## config.mk

```make
export PLATFORM = sky130hd
export DESIGN_NAME = button_debounce
export DESIGN_NICKNAME = d
export VERILOG_FILES = /design/src/rtl/button_debounce_pkg.sv /design/src/rtl/button_debounce_channel.sv /design/src/rtl/button_debounce.sv
export SDC_FILE = /design/constraint.sdc
export NUM_CORES = 1
export LEC_CHECK = 0
export ABC_AREA = 1
export CORE_MARGIN = 1
export CORE_UTILIZATION = 60
export CTS_BUF_LIST = sky130_fd_sc_hd__clkbuf_4
export CTS_CLUSTER_DIAMETER = 120
export CTS_CLUSTER_SIZE = 8
export DETAILED_ROUTE_END_ITERATION = 12
export HOLD_SLACK_MARGIN = 0.05
export PLACE_DENSITY = 0.77
export REMOVE_ABC_BUFFERS = 1
export SKIP_CTS_REPAIR_TIMING = 1
export SLEW_MARGIN = 20
export SYNTH_ARGS = -nofsm -noshare
export SYNTH_HDL_FRONTEND = slang
export SYNTH_SLANG_ARGS = --single-unit
```

## constraint.sdc

```tcl
create_clock -name clk_50mhz -period 2.4 [get_ports clk_50mhz]
set_clock_uncertainty 0.15 [all_clocks]
set_input_delay 0.6 -clock clk_50mhz [delete_from_list [all_inputs] [get_ports clk_50mhz]]
set_output_delay 0.6 -clock clk_50mhz [all_outputs]
set_load 0.05 [all_outputs]
```

## src/rtl/button_debounce_pkg.sv

```systemverilog
// -----------------------------------------------------------------------------
// button_debounce_pkg
// Board-level timing constants shared by the input-conditioning logic, the
// default debounce/hold cycle counts derived from them, and a counter-width
// helper.
// -----------------------------------------------------------------------------
package button_debounce_pkg;

    localparam int unsigned CLK_HZ      = 50_000_000;
    localparam int unsigned DEBOUNCE_MS = 20;
    localparam int unsigned HOLD_MS     = 500;

    localparam int unsigned DEBOUNCE_CYCLES_DEF = (CLK_HZ / 1000) * DEBOUNCE_MS;
    localparam int unsigned HOLD_CYCLES_DEF     = (CLK_HZ / 1000) * HOLD_MS;

    // clog2 with a floor of one bit so degenerate counts still get a register.
    function automatic int unsigned width_for(input int unsigned n);
        return (n <= 1) ? 1 : $clog2(n);
    endfunction

endpackage

```

## src/rtl/button_debounce_channel.sv

```systemverilog
// -----------------------------------------------------------------------------
// debounce_channel
// One input channel: 2-FF synchronizer, polarity normalisation, stable-time
// debounce filter, hold timer and registered event pulses.
//   clk_50mhz  in   system clock
//   rst_n      in   asynchronous active-low reset
//   raw_in     in   raw asynchronous pin level
//   level_o    out  debounced level, 1 = pressed
//   press_o    out  1-cycle pulse on level 0->1
//   rel_o      out  1-cycle pulse on level 1->0
//   hold_o     out  1-cycle pulse HOLD_CYCLES after the press pulse
//   held_o     out  high from the hold pulse through the release pulse
// -----------------------------------------------------------------------------
module debounce_channel
    import button_debounce_pkg::*;
#(
    parameter int unsigned DEBOUNCE_CYCLES = DEBOUNCE_CYCLES_DEF,
    parameter int unsigned HOLD_CYCLES     = HOLD_CYCLES_DEF,
    parameter logic        ACTIVE_LOW      = 1'b1
) (
    input  logic clk_50mhz,
    input  logic rst_n,
    input  logic raw_in,
    output logic level_o,
    output logic press_o,
    output logic rel_o,
    output logic hold_o,
    output logic held_o
);

    localparam int unsigned DW = width_for(DEBOUNCE_CYCLES);
    localparam int unsigned HW = width_for(HOLD_CYCLES + 1);

    localparam logic [DW-1:0] DB_LAST   = DW'(DEBOUNCE_CYCLES - 1);
    localparam logic [HW-1:0] HOLD_LAST = HW'(HOLD_CYCLES - 1);
    localparam logic [HW-1:0] HOLD_MAX  = HW'(HOLD_CYCLES);

    logic          ff1_q, ff1_d;
    logic          ff2_q, ff2_d;
    logic [DW-1:0] db_cnt_q, db_cnt_d;
    logic [HW-1:0] hold_cnt_q, hold_cnt_d;
    logic          level_q, level_d;
    logic          press_q, press_d;
    logic          rel_q, rel_d;
    logic          hold_q, hold_d;
    logic          held_q, held_d;
    logic          s;
    logic          flip;

    always_comb begin
        ff1_d      = raw_in;
        ff2_d      = ff1_q;
        s          = ff2_q ^ ACTIVE_LOW;
        flip       = 1'b0;
        db_cnt_d   = db_cnt_q;
        level_d    = level_q;
        press_d    = 1'b0;
        rel_d      = 1'b0;
        hold_d     = 1'b0;
        held_d     = held_q;
        hold_cnt_d = hold_cnt_q;

        if (s == level_q) begin
            db_cnt_d = '0;
        end else if (db_cnt_q == DB_LAST) begin
            flip     = 1'b1;
            level_d  = ~level_q;
            db_cnt_d = '0;
            press_d  = ~level_q;
            rel_d    = level_q;
        end else begin
            db_cnt_d = db_cnt_q + 1'b1;
        end

        // Hold timer runs off the pre-edge level; a release landing on the
        // same edge the hold would fire wins, keeping the pulses exclusive.
        if (!level_q) begin
            hold_cnt_d = '0;
            held_d     = 1'b0;
        end else if (hold_cnt_q < HOLD_MAX) begin
            hold_cnt_d = hold_cnt_q + 1'b1;
            if (hold_cnt_q == HOLD_LAST && !flip) begin
                hold_d = 1'b1;
                held_d = 1'b1;
            end
        end
    end

    always_ff @(posedge clk_50mhz or negedge rst_n) begin
        if (!rst_n) begin
            ff1_q      <= ACTIVE_LOW;
            ff2_q      <= ACTIVE_LOW;
            db_cnt_q   <= '0;
            hold_cnt_q <= '0;
            level_q    <= 1'b0;
            press_q    <= 1'b0;
            rel_q      <= 1'b0;
            hold_q     <= 1'b0;
            held_q     <= 1'b0;
        end else begin
            ff1_q      <= ff1_d;
            ff2_q      <= ff2_d;
            db_cnt_q   <= db_cnt_d;
            hold_cnt_q <= hold_cnt_d;
            level_q    <= level_d;
            press_q    <= press_d;
            rel_q      <= rel_d;
            hold_q     <= hold_d;
            held_q     <= held_d;
        end
    end

    assign level_o = level_q;
    assign press_o = press_q;
    assign rel_o   = rel_q;
    assign hold_o  = hold_q;
    assign held_o  = held_q;

endmodule

```

## src/rtl/button_debounce.sv

```systemverilog
// -----------------------------------------------------------------------------
// button_debounce
// Conditions raw push-button / slide-switch pins: per channel synchronizer,
// polarity normalisation, debounce, and press/release/hold events.
//   clk_50mhz    in   system clock (already on a global buffer)
//   rst_n        in   asynchronous active-low reset
//   btn_raw      in   raw asynchronous pin levels
//   btn_level    out  debounced level, 1 = pressed
//   btn_press    out  1-cycle pulse on level 0->1
//   btn_release  out  1-cycle pulse on level 1->0
//   btn_hold     out  1-cycle pulse after HOLD_CYCLES of continuous press
//   btn_held     out  high from the hold pulse through the release pulse
// -----------------------------------------------------------------------------
module button_debounce
    import button_debounce_pkg::*;
#(
    parameter int unsigned                CHANNELS        = 8,
    parameter int unsigned                DEBOUNCE_CYCLES = DEBOUNCE_CYCLES_DEF,
    parameter int unsigned                HOLD_CYCLES     = HOLD_CYCLES_DEF,
    parameter logic [CHANNELS-1:0]        ACTIVE_LOW_MASK = '1
) (
    input  logic                clk_50mhz,
    input  logic                rst_n,
    input  logic [CHANNELS-1:0] btn_raw,
    output logic [CHANNELS-1:0] btn_level,
    output logic [CHANNELS-1:0] btn_press,
    output logic [CHANNELS-1:0] btn_release,
    output logic [CHANNELS-1:0] btn_hold,
    output logic [CHANNELS-1:0] btn_held
);

    if (DEBOUNCE_CYCLES < 1) begin : g_bad_debounce
        $error("button_debounce: DEBOUNCE_CYCLES must be >= 1");
    end
    if (HOLD_CYCLES < 2) begin : g_bad_hold
        $error("button_debounce: HOLD_CYCLES must be >= 2");
    end

    for (genvar i = 0; i < CHANNELS; i++) begin : g_ch
        debounce_channel #(
            .DEBOUNCE_CYCLES (DEBOUNCE_CYCLES),
            .HOLD_CYCLES     (HOLD_CYCLES),
            .ACTIVE_LOW      (ACTIVE_LOW_MASK[i])
        ) u_ch (
            .clk_50mhz (clk_50mhz),
            .rst_n     (rst_n),
            .raw_in    (btn_raw[i]),
            .level_o   (btn_level[i]),
            .press_o   (btn_press[i]),
            .rel_o     (btn_release[i]),
            .hold_o    (btn_hold[i]),
            .held_o    (btn_held[i])
        );
    end

endmodule
```

# Word level (Yosys, flattened, before mapping)
# Cells that the tools add are included.
# word_totals
input_bits,10
wordCells,320
register_bits,416
out_inout_bits,40
# classes
n_lt_le_gt_ge,8
n_bitwise,24
eq_ne,40
n_addsub,16
reduce_logical,32
muxes,128
# op_table
cell,count
$mux 25,16
$mux 20,16
$add 25x1->25 const B,8
$eq 25x25->1 const B,8
$lt 25x25->1 const B,8
$add 20x1->20 const B,8
$eq 20x20->1 const B,8
$mux 1,96
$ne 2x2->1 const B,16
$reduce_and 2->1,16
$not 1->1,24
$eq 1x1->1,8
$logic_and 1x1->1,8
$logic_not 1->1,8

# Longest topological paths before layout
# Gate-level depths: netlist of the first run.
# logic_depth
ltp_word,8
mapped_depth,11

# Cells and area by module
# From an unflattened synthesis of the first run, not the netlist that was laid out.
# unflattened
cells_unflattened,3646
hier_area_um2,25238.0
# by_module_without_submodules
mod,cells_each,instances,area_each_um2,seq_area_each_um2
debounce_channel (g_ch[0].u_ch ...),452,7,3139.3,1303.8
debounce_channel (g_ch[7].u_ch),482,1,3263.1,1303.8

# Worst setup path after synthesis of the first run
# OpenSTA, ideal clock, no wires.
# synth_path
path_type,reg-to-reg
from,reg g_ch[3].u_ch.hold_cnt_q[0]
to,reg g_ch[3].u_ch.hold_cnt_q[16]
t_required_ns,2.133
path_stages_with_launch,9
arrival_ns,1.479
path_slack_ns,0.654
path_buffers,0
cell_sequence,dfrtp_1 > ha_1 > nand3_1 > nor3_1 > nand3_1 > nand2_1 > nor2_1 > nand2_1 > nand2_1
# synth_between
elab_chain_len,3
# synth_rtl
element,line_no,text
from (decl),button_debounce_channel.sv:41,"logic [HW-1:0] hold_cnt_q, hold_cnt_d;"
from (signal assigned),button_debounce_channel.sv:104,hold_cnt_q <= hold_cnt_d;
$add 25x1->25,button_debounce_channel.sv:81,hold_cnt_d = hold_cnt_q + 1'b1;
$mux 25,button_debounce_channel.sv:80,end else if (hold_cnt_q < HOLD_MAX) begin
$mux 25,button_debounce_channel.sv:77,if (!level_q) begin
# Several ways; a longest one is shown, not always the timed one. The select of a mux whose other input is x is not followed.
# A chain may end at the register's enable or synchronous reset.

# Final worst setup path of the first run
# layout_path
from,reg g_ch[6].u_ch.level_q
to,out btn_level[6]
# layout_lines
element,line_no,text
from (decl),button_debounce_channel.sv:42,"logic level_q, level_d;"
from (signal assigned),button_debounce_channel.sv:105,level_q <= level_d;
to (decl),button_debounce.sv:25,"output logic [CHANNELS-1:0] btn_level,"
# No word-level cell between the ends.

==> flow_metrics.env, run 1 <==
export IMPL_post_route_min_period_ns=2.36
export IMPL_antenna_found_initial=1
export IMPL_ir_drop_mv=0.392
export IMPL_cp_cell_sequence="buf_12, buf_12"
export IMPL_cpMostUsedCell="buf_12"
export IMPL_finalPower_mw=11.9
export IMPL_grtUsageMet2=0.454
export IMPL_critPathBufInv=2
export IMPL_cp_arrival_ns=1.61
export IMPL_worst_endpoint_required_ns=1.65
export IMPL_start_kind="register"
export IMPL_grt_pass1_wl_um=102000
export IMPL_async_flop_share=1.00
export IMPL_track_usage=0.277
export IMPL_gp_congestion=0.945
export IMPL_use_met3=0.0339
export IMPL_grt_busiest_layer="met2"
export IMPL_final_area_um2=27300
export IMPL_die_x_um=208
export IMPL_route_detailed_drc=0
export IMPL_hpwl_um=43300
export IMPL_worstSetupEndpointType="primary output"
export IMPL_relSlewSlack=0.455
export IMPL_die_area_um2=43100
export IMPL_grt_overflow_total=0
export IMPL_ys_flop_type="dfrtp_1"
export IMPL_setup_ws_ns=0.0418
export IMPL_wl_per_cell_um=14.0
export IMPL_tightestPinTransition_ns=0.817
export IMPL_vias=23400
export IMPL_use_met1=0.385
export IMPL_grt_max_degree=59
export IMPL_vias_per_cell=5.46
export IMPL_critPathMaxFanout=4
export IMPL_syn_to_final_growth_pct=7.62
export IMPL_max_stage_delay_ns=0.45
export IMPL_grt_setup_unrepaired="true"
export IMPL_drv_slew=0
export IMPL_die_y_um=208
export IMPL_final_core_util=0.662
export IMPL_cts_tree="built"
export IMPL_ys_types=46
export IMPL_netlist_area_um2=25300
export IMPL_yosysSeqAreaShare=0.412
export IMPL_finalHoldViolCount=0
export IMPL_placed_area_um2=26300
export IMPL_syn_area_per_cell_um2=6.96
export IMPL_cpLargestDelayFamily="flip-flops"
export IMPL_whs_ns=0.102
export IMPL_cap_violations=0
export IMPL_crit_path_top_delay_cell="dfrtp_2"
export IMPL_fin_cells=4291
export IMPL_yosys_warnings=0
export IMPL_cts_buffers=57
export IMPL_initialDrtViolationCount=1741
export IMPL_period_share=0.983
export IMPL_p_leak_nw=12.4
export IMPL_setup_viol=0
export IMPL_cts_max_level=2
export IMPL_core_um2=41200
export IMPL_clock_sinks=416
export IMPL_tns_ns=0
export IMPL_first_global_vias=22100
export IMPL_cts_clk_slew_worst_paths_ns=0.12
export IMPL_antenna_left=0
export IMPL_portBuffers=49
export IMPL_clockBufferDepth=3
export IMPL_dp_cells=4164
export IMPL_crit_type="reg2out"
export IMPL_power_density_nw_per_um2=438
export IMPL_routed_wirelength_um=60100
export IMPL_netlist_instances=3642
export IMPL_clock_latency_ns=0.89
export IMPL_io_pins=50
export IMPL_start_util=0.615
export IMPL_drive_gt1_frac=0.0777
export IMPL_root_buffer="clkbuf_4"
export IMPL_rows=74
export IMPL_ys_seq_elements=416
export IMPL_dpl_worst_slack_ns=0.363
export IMPL_synth_edf_count=0
export IMPL_max_freq_mhz=424
export IMPL_hold_path_class="in2async"
export IMPL_fin_nets=3739
export IMPL_firstDrtPassIters=6
export IMPL_status="finished clean"
[per-layer routing]
metal | up-vias | wire (µm)
met3 | 92 | 2880
met1 | 11100 | 28300
met4 | 0 | 1140
li1 | 11700 | -
met2 | 591 | 27800
met5 | - | 0
[synth_stat cells (2+ instances only)]
master,n,area (µm²)
a21oi_1,36,180
a21oi_4,3,48.8
a22oi_1,2,15.0
and2_1,2,12.5
buf_1,6,22.5
buf_2,15,75.1
buf_4,48,360
buf_6,17,191
clkbuf_1,20,75.1
clkinv_1,3,11.3
dfrtp_1,400,10000
dfstp_2,16,420
ha_1,16,200
inv_1,318,1190
inv_2,6,22.5
nand2_1,1144,4290
nand2_2,8,50.1
nand2_4,6,67.6
nand3_1,363,1820
nand3_2,3,30.0
nand3b_1,25,188
nand4_1,122,763
nor2_1,687,2580
nor2_2,15,93.8
nor2_4,4,45.0
nor3_1,90,450
nor3_2,9,90.1
nor3b_1,16,120
nor4_1,7,43.8
o21ai_0,37,185
o21ai_1,4,20.0
o21bai_1,4,30.0
o22ai_1,4,25.0
or2_2,14,87.6
xnor2_1,42,368
xor2_1,120,1050
[final timing paths]
path	to	slack (ns)	cells past startpoint	from
max	btn_level[6]	0.04	2	g_ch[6].u_ch.level_o
min	g_ch[6].u_ch.hold_cnt_q[15]	0.10	2	rst_n
max reg2reg	g_ch[0].u_ch.hold_o	0.23	7	g_ch[0].u_ch.hold_cnt_q[0]
min reg2reg	g_ch[5].u_ch.ff2_q	0.19	0	g_ch[5].u_ch.ff1_q
max in group asynchronous	g_ch[4].u_ch.db_cnt_q[19]	1.22	3	rst_n
min in group clk_50mhz	g_ch[5].u_ch.ff2_q	0.19	0	g_ch[5].u_ch.ff1_q
[sequential cells by signal, summed over array words and instances, names as in the netlist]
signal / count
g_ch.u_ch.hold_cnt_q: 200
g_ch.u_ch.db_cnt_q: 160
g_ch.u_ch.ff1_q: 8
g_ch.u_ch.ff2_q: 8
g_ch.u_ch.held_o: 8
g_ch.u_ch.hold_o: 8
g_ch.u_ch.level_o: 8
g_ch.u_ch.press_o: 8
g_ch.u_ch.rel_o: 8
[final cells by class]
cell class / instances / area, µm²
diodes: 1 / 2.50
clock buffers: 101 / 758
clock inverters: 3 / 46.3
fillers: 3718 / 13900
inverters: 327 / 1230
multi-input cells: 2793 / 13000
flip-flops and latches: 416 / 10400
well taps: 532 / 666
repair buffers: 118 / 1180
[cell families after synthesis]
| group | synth area share |
|---|---|
| xor+xnor | 0.0560 |
| compound gates | 0.0215 |
| fa+ha+maj | 0.00790 |
| simple gates | 0.426 |
| buf+inv | 0.0770 |
| flops | 0.412 |
[power by group]
group | internal [mW] | switching (mW)
Combinational | 0.105 | 0.239
Sequential | 7.06 | 0.0327
Clock | 1.98 | 2.52
[cell usage in the layout (no fill, tap or decap), drive strengths merged, types with 67 or more instances in the layout]
master,synthesis,final
xor2,120,120
nand4,122,122
nor2,706,706
nor3,100,100
buf,86,67
nand3,367,367
dfrtp,400,400
inv,324,324
nand2,1158,1158
clkbuf,20,127
Note: power is estimated with default switching activity, not from simulation.
==> inputs of run 2 (changes only) <==
Settings changed: TNS_END_PERCENT set to 1.
==> run 2 against run 1 <==
- the flow now finishes with violations (negative setup slack)
- largest power group unchanged
- power barely moved
- setup slack worse by 0.12 ns
- first-iteration DRC count grew 3.7%
- wire length is 1.0% lower
- sequential share of layout area grew 0.16 points
- count of clock-buffer cells in the layout unchanged
- sequential power is essentially flat
- flip-flop and latch count is the same
- critical path type unchanged
- critical path depth stayed put
- die area is the same
- worst hold slack worse by 0.00062 ns
- largest cell class unchanged
- critical endpoint is now btn_level[1]
==> flow_metrics.env, run 2 (synthesis results as in run 1) <==
export IMPL_status="complete, but fails checks"
export IMPL_failed_checks="negative setup slack"
export IMPL_clock_sinks=416
export IMPL_route_detailed_drc=0
export IMPL_first_global_vias=22100
export IMPL_cts_max_level=2
export IMPL_drv_slew=0
export IMPL_grt_overflow_total=0
export IMPL_cp_arrival_ns=1.73
export IMPL_met2_length_um=27500
export IMPL_p_leak_nw=12.3
export IMPL_grt_pass1_wl_um=102000
export IMPL_met3_length_um=2870
export IMPL_largest_register_ff_count=200
export IMPL_combPwrFrac=0.029
export IMPL_p_int_mw=9.14
export IMPL_max_freq_mhz=403
export IMPL_hpwl_um=43300
export IMPL_grt_max_degree=59
export IMPL_track_usage=0.277
export IMPL_antenna_left=0
export IMPL_max_stage_delay_ns=0.55
export IMPL_top_regs="g_ch.u_ch.hold_cnt_q x200, g_ch.u_ch.db_cnt_q x160"
export IMPL_whs_ns=0.101
export IMPL_wl_met1_um=28000
export IMPL_drive_gt1_frac=0.0740
export IMPL_fin_nets=3726
export IMPL_sw_frac_of_total=0.234
export IMPL_post_route_min_period_ns=2.48
export IMPL_start_kind="register"
export IMPL_cpMostUsedCell="buf_12"
export IMPL_clkPwrFrac=0.377
export IMPL_seqPwrFrac=0.594
export IMPL_hold_path_class="in2async"
export IMPL_io_pins=50
export IMPL_setup_viol=3
export IMPL_period_share=1.03
export IMPL_vias_per_cell=5.45
export IMPL_crit_type="reg2out"
export IMPL_top_layer="met4"
export IMPL_portBuffers=49
export IMPL_finalHoldViolCount=0
export IMPL_die_area_um2=43100
export IMPL_gp_congestion=0.945
export IMPL_initialDrtViolationCount=1805
export IMPL_p_sw_mw=2.79
export IMPL_cpLargestDelayFamily="flip-flops"
export IMPL_firstDrtPassIters=6
export IMPL_ir_drop_mv=0.391
export IMPL_start_util=0.615
export IMPL_root_buffer="clkbuf_4"
export IMPL_cap_violations=0
export IMPL_grt_setup_unrepaired="true"
export IMPL_worst_endpoint_required_ns=1.65
export IMPL_critPathMaxFanout=19
export IMPL_power_density_nw_per_um2=440
export IMPL_rows=74
export IMPL_cp_cell_sequence="buf_12, buf_12"
export IMPL_wl_per_cell_um=13.9
export IMPL_mostFrequentLayoutCells="nand2_1 (1144), nor2_1 (687), dfrtp_1 (397)"
export IMPL_relSlewSlack=0.452
export IMPL_die_x_um=208
export IMPL_layout_commonest_cell="nand2_1"
export IMPL_worstSetupEndpointType="primary output"
export IMPL_tns_ns=-0.173
export IMPL_clockBufferDepth=3
export IMPL_cts_buffers=57
export IMPL_cts_tree="built"
export IMPL_syn_to_final_growth_pct=7.13
export IMPL_tightestPinTransition_ns=0.822
export IMPL_crit_path_top_delay_cell="dfrtp_2"
export IMPL_regMostFlops="g_ch.u_ch.hold_cnt_q"
export IMPL_antenna_found_initial=1
export IMPL_die_y_um=208
export IMPL_routed_wirelength_um=59500
export IMPL_setup_ws_ns=-0.0808
export IMPL_cts_clk_slew_worst_paths_ns=0.11
export IMPL_core_um2=41200
export IMPL_critPathBufInv=2
export IMPL_clock_latency_ns=0.89
export IMPL_vias=23300
## run 2: final cells by class
type | instances | area, µm²
diodes | 1 | 2.50
clock buffers | 101 | 758
clock inverters | 3 | 46.3
fillers | 3735 | 14100
inverters | 327 | 1230
multi-input cells | 2793 | 13000
flip-flops and latches | 416 | 10400
well taps | 532 | 666
repair buffers | 105 | 1060
## run 2: layer usage
metal,track usage,up-vias
met5,0,-
met4,0.0811,0
met3,0.0339,80
met2,0.454,568
met1,0.385,11000
li1,-,11700
## run 2: worst paths after layout
kind                                            start                          end  slack (ns)  depth (start not counted)
setup / recovery                 g_ch[1].u_ch.level_o                 btn_level[1]       -0.08                          2
hold / removal                                  rst_n  g_ch[6].u_ch.hold_cnt_q[15]        0.10                          2
hold reg to reg                    g_ch[5].u_ch.ff1_q           g_ch[5].u_ch.ff2_q        0.19                          0
max in group asynchronous                       rst_n    g_ch[4].u_ch.db_cnt_q[19]        1.22                          3
setup reg to reg           g_ch[0].u_ch.hold_cnt_q[0]          g_ch[0].u_ch.hold_o        0.23                          7
min in group clk_50mhz             g_ch[5].u_ch.ff1_q           g_ch[5].u_ch.ff2_q        0.19                          0
## run 2: power groups by stage
stage	Combinational, mW	Sequential [mW]	Clock [mW]
6_report	0.343	7.09	4.50
5_1_grt	0.402	7.10	4.95
4_1_cts	0.346	7.09	4.68
3_5_place_dp	0.345	7.23	0
3_3_place_gp	0.335	7.23	0
2_1_floorplan	0.106	7.22	0
## run 2: per-stage QoR
step                      setup slack (ns)  cells  total power [mW]   util  area (µm²)
after CTS                           -0.487   4268              12.1  0.658       27100
after global placement               0.416   4164              7.56  0.638       26300
after global routing                -0.192   4278              12.5  0.659       27200
final                              -0.0808   4278              11.9  0.659       27200
after floorplan                     -0.157   3536              7.33      -       24600
after detailed placement             0.363   4164              7.58  0.638       26300
